File: src/rtl/csi2_pkg.sv
// Shared CSI-2 definitions: data types, sync/CRC constants, TX FSM states and the
// header ECC function (also used by the receiver).
package csi2_pkg;

    localparam logic [5:0] DT_FS     = 6'h00;
    localparam logic [5:0] DT_FE     = 6'h01;
    localparam logic [5:0] DT_LS     = 6'h02;
    localparam logic [5:0] DT_LE     = 6'h03;
    localparam logic [5:0] DT_RGB565 = 6'h22;
    localparam logic [5:0] DT_RAW8   = 6'h2A;

    localparam logic [7:0]  SYNC_BYTE = 8'hB8;
    localparam logic [15:0] CRC_INIT  = 16'hFFFF;
    localparam logic [15:0] CRC_POLY  = 16'h8408;

    typedef enum logic [2:0] {
        ST_IDLE,
        ST_SYNC,
        ST_HDR,
        ST_PAY,
        ST_CRC,
        ST_GAP
    } tx_state_t;

    function automatic logic is_long_dt(input logic [5:0] dt);
        return dt[5:4] != 2'b00;
    endfunction

    // d = {WC[15:0], DI}; returns the six Hamming parity bits of the header
    function automatic logic [5:0] ecc6(input logic [23:0] d);
        logic [5:0] p;
        p[0] = d[0]^d[1]^d[2]^d[4]^d[5]^d[7]^d[10]^d[11]^d[13]^d[16]^d[20]^d[21]^d[22]^d[23];
        p[1] = d[0]^d[1]^d[3]^d[4]^d[6]^d[8]^d[10]^d[12]^d[14]^d[17]^d[20]^d[21]^d[22]^d[23];
        p[2] = d[0]^d[2]^d[3]^d[5]^d[6]^d[9]^d[11]^d[12]^d[15]^d[18]^d[20]^d[21]^d[22];
        p[3] = d[1]^d[2]^d[3]^d[7]^d[8]^d[9]^d[13]^d[14]^d[15]^d[19]^d[20]^d[21]^d[23];
        p[4] = d[4]^d[5]^d[6]^d[7]^d[8]^d[9]^d[16]^d[17]^d[18]^d[19]^d[20]^d[22]^d[23];
        p[5] = d[10]^d[11]^d[12]^d[13]^d[14]^d[15]^d[16]^d[17]^d[18]^d[19]^d[21]^d[22]^d[23];
        return p;
    endfunction

endpackage

File: src/rtl/csi2_crc16.sv
// CSI-2 payload CRC-16 (reflected 0x8408), NUM_LANES bytes per update, byte 0 first.
module csi2_crc16
    import csi2_pkg::*;
#(
    parameter int unsigned NUM_LANES = 2
) (
    input  logic                   clk,
    input  logic                   resetn,
    input  logic                   clear,
    input  logic                   en,
    input  logic [8*NUM_LANES-1:0] data,
    output logic [15:0]            crc
);

    logic [15:0] crc_q;
    logic [15:0] crc_d;

    always_comb begin
        crc_d = crc_q;
        for (int unsigned b = 0; b < NUM_LANES; b++) begin
            crc_d = crc_d ^ {8'h00, data[8*b +: 8]};
            for (int unsigned i = 0; i < 8; i++) begin
                crc_d = crc_d[0] ? ((crc_d >> 1) ^ CRC_POLY) : (crc_d >> 1);
            end
        end
    end

    always_ff @(posedge clk) begin
        if (!resetn || clear) begin
            crc_q <= CRC_INIT;
        end else if (en) begin
            crc_q <= crc_d;
        end
    end

    assign crc = crc_q;

endmodule

File: src/rtl/csi2_tx_packetizer.sv
// CSI-2 TX packetizer: sync, ECC header, payload, CRC footer and LP gap over NUM_LANES lanes.
// Define CSI2_TX_CRC_EN to compute the payload CRC; otherwise the footer is 0x0000.
module csi2_tx_packetizer
    import csi2_pkg::*;
#(
    parameter int unsigned NUM_LANES = 2,
    parameter int unsigned LP_GAP    = 8
) (
    input  logic                   clk,
    input  logic                   resetn,
    input  logic                   pkt_valid,
    output logic                   pkt_ready,
    input  logic [1:0]             pkt_vc,
    input  logic [5:0]             pkt_data_type,
    input  logic [15:0]            pkt_word_count,
    input  logic                   pay_valid,
    output logic                   pay_ready,
    input  logic [8*NUM_LANES-1:0] pay_data,
    output logic                   hs_active,
    output logic [8*NUM_LANES-1:0] lane_data,
    output logic [NUM_LANES-1:0]   lane_en,
    output logic                   err_wc,
    output logic                   busy
);

    localparam int unsigned LW      = 8*NUM_LANES;
    localparam int unsigned LOG2_NL = $clog2(NUM_LANES);
    localparam int unsigned GW      = $clog2(LP_GAP+1);

    localparam logic [1:0]           HDR_LAST = 2'(4/NUM_LANES - 1);
    localparam logic [1:0]           CRC_LAST = (NUM_LANES == 1) ? 2'd1 : 2'd0;
    localparam logic [GW-1:0]        GAP_LAST = GW'(LP_GAP - 1);
    localparam logic [15:0]          WC_MASK  = 16'(NUM_LANES - 1);
    localparam logic [NUM_LANES-1:0] FTR_EN   = (NUM_LANES == 4) ? NUM_LANES'(4'b0011)
                                                                 : {NUM_LANES{1'b1}};

    tx_state_t     state, state_d;
    logic [1:0]    phase, phase_d;
    logic [GW-1:0] gap_cnt, gap_d;
    logic [15:0]   beat_cnt, beat_d;
    logic [1:0]    vc_q;
    logic [5:0]    dt_q;
    logic [15:0]   wc_q;
    logic          err_q, wc_err;
    logic [LW-1:0] hold_q;
    logic [15:0]   crc;

    logic [7:0]  di;
    logic [31:0] hdr_word;
    logic [31:0] ftr_word;
    logic [15:0] beats_total;

    assign di          = {vc_q, dt_q};
    assign hdr_word    = {2'b00, ecc6({wc_q, di}), wc_q[15:8], wc_q[7:0], di};
    assign ftr_word    = {16'h0000, crc};
    assign beats_total = wc_q >> LOG2_NL;
    assign err_wc      = err_q;

    always_comb begin
        state_d   = state;
        phase_d   = phase;
        gap_d     = gap_cnt;
        beat_d    = beat_cnt;
        wc_err    = 1'b0;
        pkt_ready = 1'b0;
        pay_ready = 1'b0;
        hs_active = 1'b0;
        lane_data = '0;
        lane_en   = '0;
        busy      = (state != ST_IDLE);

        case (state)
            ST_IDLE: begin
                pkt_ready = 1'b1;
                if (pkt_valid) begin
                    if (is_long_dt(pkt_data_type) && ((pkt_word_count & WC_MASK) != '0)) begin
                        wc_err = 1'b1;
                    end else begin
                        state_d = ST_SYNC;
                    end
                end
            end
            ST_SYNC: begin
                hs_active = 1'b1;
                lane_en   = '1;
                lane_data = {NUM_LANES{SYNC_BYTE}};
                phase_d   = '0;
                state_d   = ST_HDR;
            end
            ST_HDR: begin
                hs_active = 1'b1;
                lane_en   = '1;
                lane_data = LW'(hdr_word >> (LW * 32'(phase)));
                if (phase == HDR_LAST) begin
                    phase_d = '0;
                    beat_d  = '0;
                    gap_d   = '0;
                    if (!is_long_dt(dt_q)) begin
                        state_d = ST_GAP;
                    end else if (wc_q == '0) begin
                        state_d = ST_CRC;
                    end else begin
                        state_d = ST_PAY;
                    end
                end else begin
                    phase_d = phase + 2'd1;
                end
            end
            ST_PAY: begin
                hs_active = 1'b1;
                pay_ready = 1'b1;
                if (pay_valid) begin
                    lane_en   = '1;
                    lane_data = pay_data;
                    beat_d    = beat_cnt + 16'd1;
                    if (beat_d == beats_total) begin
                        state_d = ST_CRC;
                    end
                end else begin
                    // stall: keep the previous lane bytes on the wire
                    lane_data = hold_q;
                end
            end
            ST_CRC: begin
                hs_active = 1'b1;
                lane_en   = FTR_EN;
                lane_data = LW'(ftr_word >> (LW * 32'(phase)));
                if (phase == CRC_LAST) begin
                    gap_d   = '0;
                    state_d = ST_GAP;
                end else begin
                    phase_d = phase + 2'd1;
                end
            end
            ST_GAP: begin
                if (gap_cnt == GAP_LAST) begin
                    state_d = ST_IDLE;
                end else begin
                    gap_d = gap_cnt + 1'b1;
                end
            end
            default: state_d = ST_IDLE;
        endcase

        if (!resetn) begin
            wc_err    = 1'b0;
            pkt_ready = 1'b0;
            pay_ready = 1'b0;
            hs_active = 1'b0;
            lane_data = '0;
            lane_en   = '0;
            busy      = 1'b0;
        end
    end

    always_ff @(posedge clk) begin
        if (!resetn) begin
            state    <= ST_IDLE;
            phase    <= '0;
            gap_cnt  <= '0;
            beat_cnt <= '0;
            vc_q     <= '0;
            dt_q     <= '0;
            wc_q     <= '0;
            err_q    <= 1'b0;
            hold_q   <= '0;
        end else begin
            state    <= state_d;
            phase    <= phase_d;
            gap_cnt  <= gap_d;
            beat_cnt <= beat_d;
            err_q    <= wc_err;
            hold_q   <= lane_data;
            if (state == ST_IDLE && pkt_valid) begin
                vc_q <= pkt_vc;
                dt_q <= pkt_data_type;
                wc_q <= pkt_word_count;
            end
        end
    end

`ifdef CSI2_TX_CRC_EN
    logic crc_clear;
    logic crc_en;

    assign crc_clear = (state == ST_GAP) && (gap_cnt == GAP_LAST);
    assign crc_en    = (state == ST_PAY) && pay_valid && resetn;

    csi2_crc16 #(.NUM_LANES(NUM_LANES)) u_crc (
        .clk    (clk),
        .resetn (resetn),
        .clear  (crc_clear),
        .en     (crc_en),
        .data   (pay_data),
        .crc    (crc)
    );
`else
    assign crc = '0;
`endif

endmodule

File: config.mk
export PLATFORM = sky130hd
export DESIGN_NAME = csi2_tx_packetizer
export DESIGN_NICKNAME = d
export VERILOG_FILES = /design/src/rtl/csi2_pkg.sv /design/src/rtl/csi2_crc16.sv /design/src/rtl/csi2_tx_packetizer.sv
export SDC_FILE = /design/constraint.sdc
export NUM_CORES = 1
export LEC_CHECK = 0
export BUFFER_PORTS_ARGS = -buffer_cell sky130_fd_sc_hd__buf_2
export CORE_MARGIN = 1.5
export CORE_UTILIZATION = 48
export CTS_BUF_LIST = sky130_fd_sc_hd__clkbuf_4
export DETAILED_ROUTE_END_ITERATION = 8
export PLACE_DENSITY = 0.72
export SYNTH_ARGS = -nofsm -noshare
export SYNTH_HDL_FRONTEND = slang
export SYNTH_SLANG_ARGS = --single-unit
File: constraint.sdc
create_clock -name clk -period 4.8 [get_ports clk]
set_input_delay 0.48 -clock clk [delete_from_list [all_inputs] [get_ports clk]]
set_output_delay 0.48 -clock clk [all_outputs]
set_load 0.05 [all_outputs]
==> impl_metrics.csv <==
group,metric,value,unit
die,die_w,98.60,um
global_routing,first_pass_grt_wire_length,18960,um
timing,rsz0062_at_grt,"false",
clocking,clk_pin_slew_worst_paths,0.11,ns
route,first_pass_iters,7,
die,coreArea,8806,um^2
timing,fin_worst_skew,0.01246,ns
finish,antenna-diode-count,0,
clocking,cts_tree,"done",
setup_path,cp-end-kind,"output port",
timing,post-route-min-period,3.615,ns
logic_synthesis,count_of_flip_flops_with_a_built_in_enable_after_synthesis,0,
route,total_via_count_after_detailed_routing,4052,
hold_path,worstHoldEndpoint,"dt_q[3]",
logic_synthesis,ys_seq_elements,66,
timing,worst_slew_pin_slew,0.9518,ns
global_routing,initial_antenna_violation_count,0,
hold_path,hold_path.class,"in -> reg",
clocking,tritoncts_num_sinks,66,
setup_path,cpMaxStageDelayCell,"sky130_fd_sc_hd__dfxtp_1",
power,max-vdd-ir-drop,0.0003081,V
clocking,cts_hold_buf,0,
finish,final_layout_size_suffix_gt1_share,15.59,%
global_routing,largest_net_degree_at_the_start_of_global_routing,55,
clocking,worstSkewPairLatency,0.42,ns
finish,nNetsFinal,650,
clocking,cts_resized,0,
clocking,num_cts_buffers,9,
logic_synthesis,synth_top_area_cell,"sky130_fd_sc_hd__dfxtp_1",
setup_path,critPathArrivalTime,3.14,ns
setup_path,cp.buffers_inverters,1,
route,wl,11600,um
global_routing,number_of_global_route_vias_before_repair,3749,
timing,timing_hold_violations_final,0,
logic_synthesis,post_synth.cell_area_avg,7.792,um^2
clocking,cts_setup_buffers,0,
global_routing,grt.total_usage,24.58,%
route,route.antenna.remaining_nets,0,
route,drc,3,
logic_synthesis,synth.net_count,614,
setup_path,cpLargestDelayFamily,"simple AND/OR/NAND/NOR gates",
setup_path,criticalPathCategory,"reg -> out",
logic_synthesis,yosys.cell_count.top_type,"sky130_fd_sc_hd__nand2_1",
logic_synthesis,yosysWarnings,0,
clocking,clock_path_buffers,2,
hold_path,hp-start,"pkt_data_type[3]",
timing,final-setup-viol-count,0,
route,vias_per_cell,5.699,
finish,areaGrowthSynthToFinish,9.327,%
logic_synthesis,ys_async_sr_fraction,0,%
clocking,htree_levels,3,
power,p_per_area,450.4,nW/um^2
hold_path,hold-path-cell-count,3,
logic_synthesis,netlist.area_leader.share,30.12,%
place,placement.setup.worst_slack,1.754,ns
setup_path,worst_r2r_startpoint,"phase[0]",
setup_path,r2r_setup_slack,2.05,ns
setup_path,cell_depth_of_the_worst_flop_to_flop_path,7,
route,wl_per_cell,16.32,um
timing,setup-tns-final,0,ns
power,p_leak,0.001908,uW
outcome,failed_checks,"design-rule violations",
logic_synthesis,ys_top_cells_by_count,"78 x sky130_fd_sc_hd__nand2_1, 66 x sky130_fd_sc_hd__dfxtp_1, 50 x sky130_fd_sc_hd__xnor2_1",
setup_path,cp.required,4.32,ns
die,io-pin-count,67,
logic_synthesis,portion_of_the_post_synthesis_area_used_by_sequential_elements,30.12,%
clocking,clock_tree_root_buffer_cell,"sky130_fd_sc_hd__clkbuf_4",
setup_path,slowest_delay,0.79,ns
logic_synthesis,syn-cell-area,4387,um^2
timing,max_freq,0.2766,GHz
setup_path,worstPathCellList,"nand2b_1 -> nor3_1 -> nand2_1 -> o32ai_1 -> buf_2",
place,place_congestion,0.9410,
outcome,status,"complete, but fails checks",
place,io_buffer_count,66,
run,maxCapViolations,0,
timing,timing.final.ws_setup,1.185,ns
timing,post-route-period-util,75.32,%
logic_synthesis,yosys-top-cells-area,"sky130_fd_sc_hd__dfxtp_1 30%, sky130_fd_sc_hd__xnor2_1 10%, sky130_fd_sc_hd__nand2_1 6.7%",
die,design.die.area,9721,um^2
logic_synthesis,synthCells,563,
timing,max_transition_margin,36.32,%
global_routing,gr-total-overflow,0,
setup_path,timing.critical_path.fanout_max,23,
die,floorplan.initialDensity,49.82,%
place,place_hpwl,8496,um
timing,finalMaxSlewViolations,0,
route,drt-initial-drc-count,286,
die,floorplan.rows,34,
setup_path,startpoint_type,"flop",
logic_synthesis,postSynth.topFlopCell,"sky130_fd_sc_hd__dfxtp_1",
setup_path,r2r_end,"beat_cnt[13]",
logic_synthesis,synth_cell_types,54,
setup_path,setup.worst_path.start,"state[1]",
die,die_h,98.60,um
==> worst max-delay path by stage <==
stage | cells past startpoint | to
finish | 5 | lane_data[8]
CTS | 5 | lane_data[8]
global route | 5 | lane_data[8]
floorplan | 7 | lane_data[8]
detailed placement | 5 | lane_data[8]
global placement | 5 | lane_data[8]
==> metrics by stage <==
step,total power (uW),cells,area [um^2],hold WS [ns],utilization [%]
after global routing,2295,711,4796,0.2821,54.46
after detailed placement,1841,696,4693,0.4945,53.30
after floorplan,1598,563,4387,0.4580,-
final,2160,711,4796,0.2965,54.46
after CTS,2151,711,4796,0.2840,54.46
after global placement,1816,696,4693,0.4729,53.30
==> power breakdown <==
| part | leakage (uW) | switching [uW] | total [uW] | internal, uW |
|---|---|---|---|---|
| Combinational | 0.00131 | 626 | 1090 | 464 |
| Clock | 0.0000662 | 198 | 310 | 112 |
| Sequential | 0.000536 | 152 | 760 | 609 |
==> flip-flops by register name, summed over array words and instances (netlist names) <==
| signal | cells |
|---|---|
| beat_cnt | 16 |
| dt_q | 6 |
| err_wc | 1 |
| gap_cnt | 4 |
| hold_q | 16 |
| phase | 2 |
| state | 3 |
| vc_q | 2 |
| wc_q | 16 |
==> kinds of logic (layout without fill, tap and decap cells) <==
group / count (synthesis) / count (layout) / synth area share [%]
simple gates: 203 / 203 / 22.16
compound gates: 134 / 134 / 19.68
xor+xnor: 67 / 67 / 14.66
flops: 66 / 66 / 30.12
buf+inv: 61 / 101 / 5.590
mux: 25 / 25 / 5.790
fa+ha+maj: 7 / 7 / 1.996
==> tightest hold or removal path: stages <==
cell and delay (ns):
sky130_fd_sc_hd__buf_2 0.09, sky130_fd_sc_hd__nand2_1 0.04, sky130_fd_sc_hd__a21boi_0 0.06
==> placed cells by master (no fill, tap or decap), types with 3 or more instances in the layout <==
cell type	Yosys	layout
sky130_fd_sc_hd__nor4_1	7	7
sky130_fd_sc_hd__a31oi_1	7	7
sky130_fd_sc_hd__dfxtp_1	66	66
sky130_fd_sc_hd__xnor2_1	50	50
sky130_fd_sc_hd__nand2b_1	3	3
sky130_fd_sc_hd__xor2_1	13	13
sky130_fd_sc_hd__clkinv_2	0	4
sky130_fd_sc_hd__nor2_1	40	40
sky130_fd_sc_hd__buf_4	2	3
sky130_fd_sc_hd__nand3_1	15	15
sky130_fd_sc_hd__and3_1	5	5
sky130_fd_sc_hd__ha_1	7	7
sky130_fd_sc_hd__clkbuf_4	0	11
sky130_fd_sc_hd__o21ai_0	33	33
sky130_fd_sc_hd__inv_1	17	17
sky130_fd_sc_hd__nor2b_1	14	14
sky130_fd_sc_hd__nor3_1	12	12
sky130_fd_sc_hd__and4_1	5	5
sky130_fd_sc_hd__nand2_1	78	78
sky130_fd_sc_hd__o32ai_1	3	3
sky130_fd_sc_hd__mux2_2	3	3
sky130_fd_sc_hd__a21boi_0	30	30
sky130_fd_sc_hd__o22ai_1	4	4
sky130_fd_sc_hd__mux2i_1	22	22
sky130_fd_sc_hd__nand4_1	4	4
sky130_fd_sc_hd__and2_1	7	7
sky130_fd_sc_hd__buf_2	7	66
sky130_fd_sc_hd__xnor3_1	3	3
sky130_fd_sc_hd__o22a_1	4	4
sky130_fd_sc_hd__a21oi_1	34	34
==> final cells by class <==
cell class,count,area [um^2]
tap,108,135.1
multi-input combinational,436,2820
inverter,17,63.81
sequential,66,1321
fill,877,4010
clock inverter,4,20.02
clock buffer,11,82.58
timing repair buffer,69,352.8
==> layer usage <==
layer / part of all wire, % / global-route usage, %
met2: 46 / 38.30
met1: 46 / 34.64
met4: 1.5 / 7.802
met3: 6.2 / 4.397
met5: 0 / 0
(Power assumes the default switching activity.)
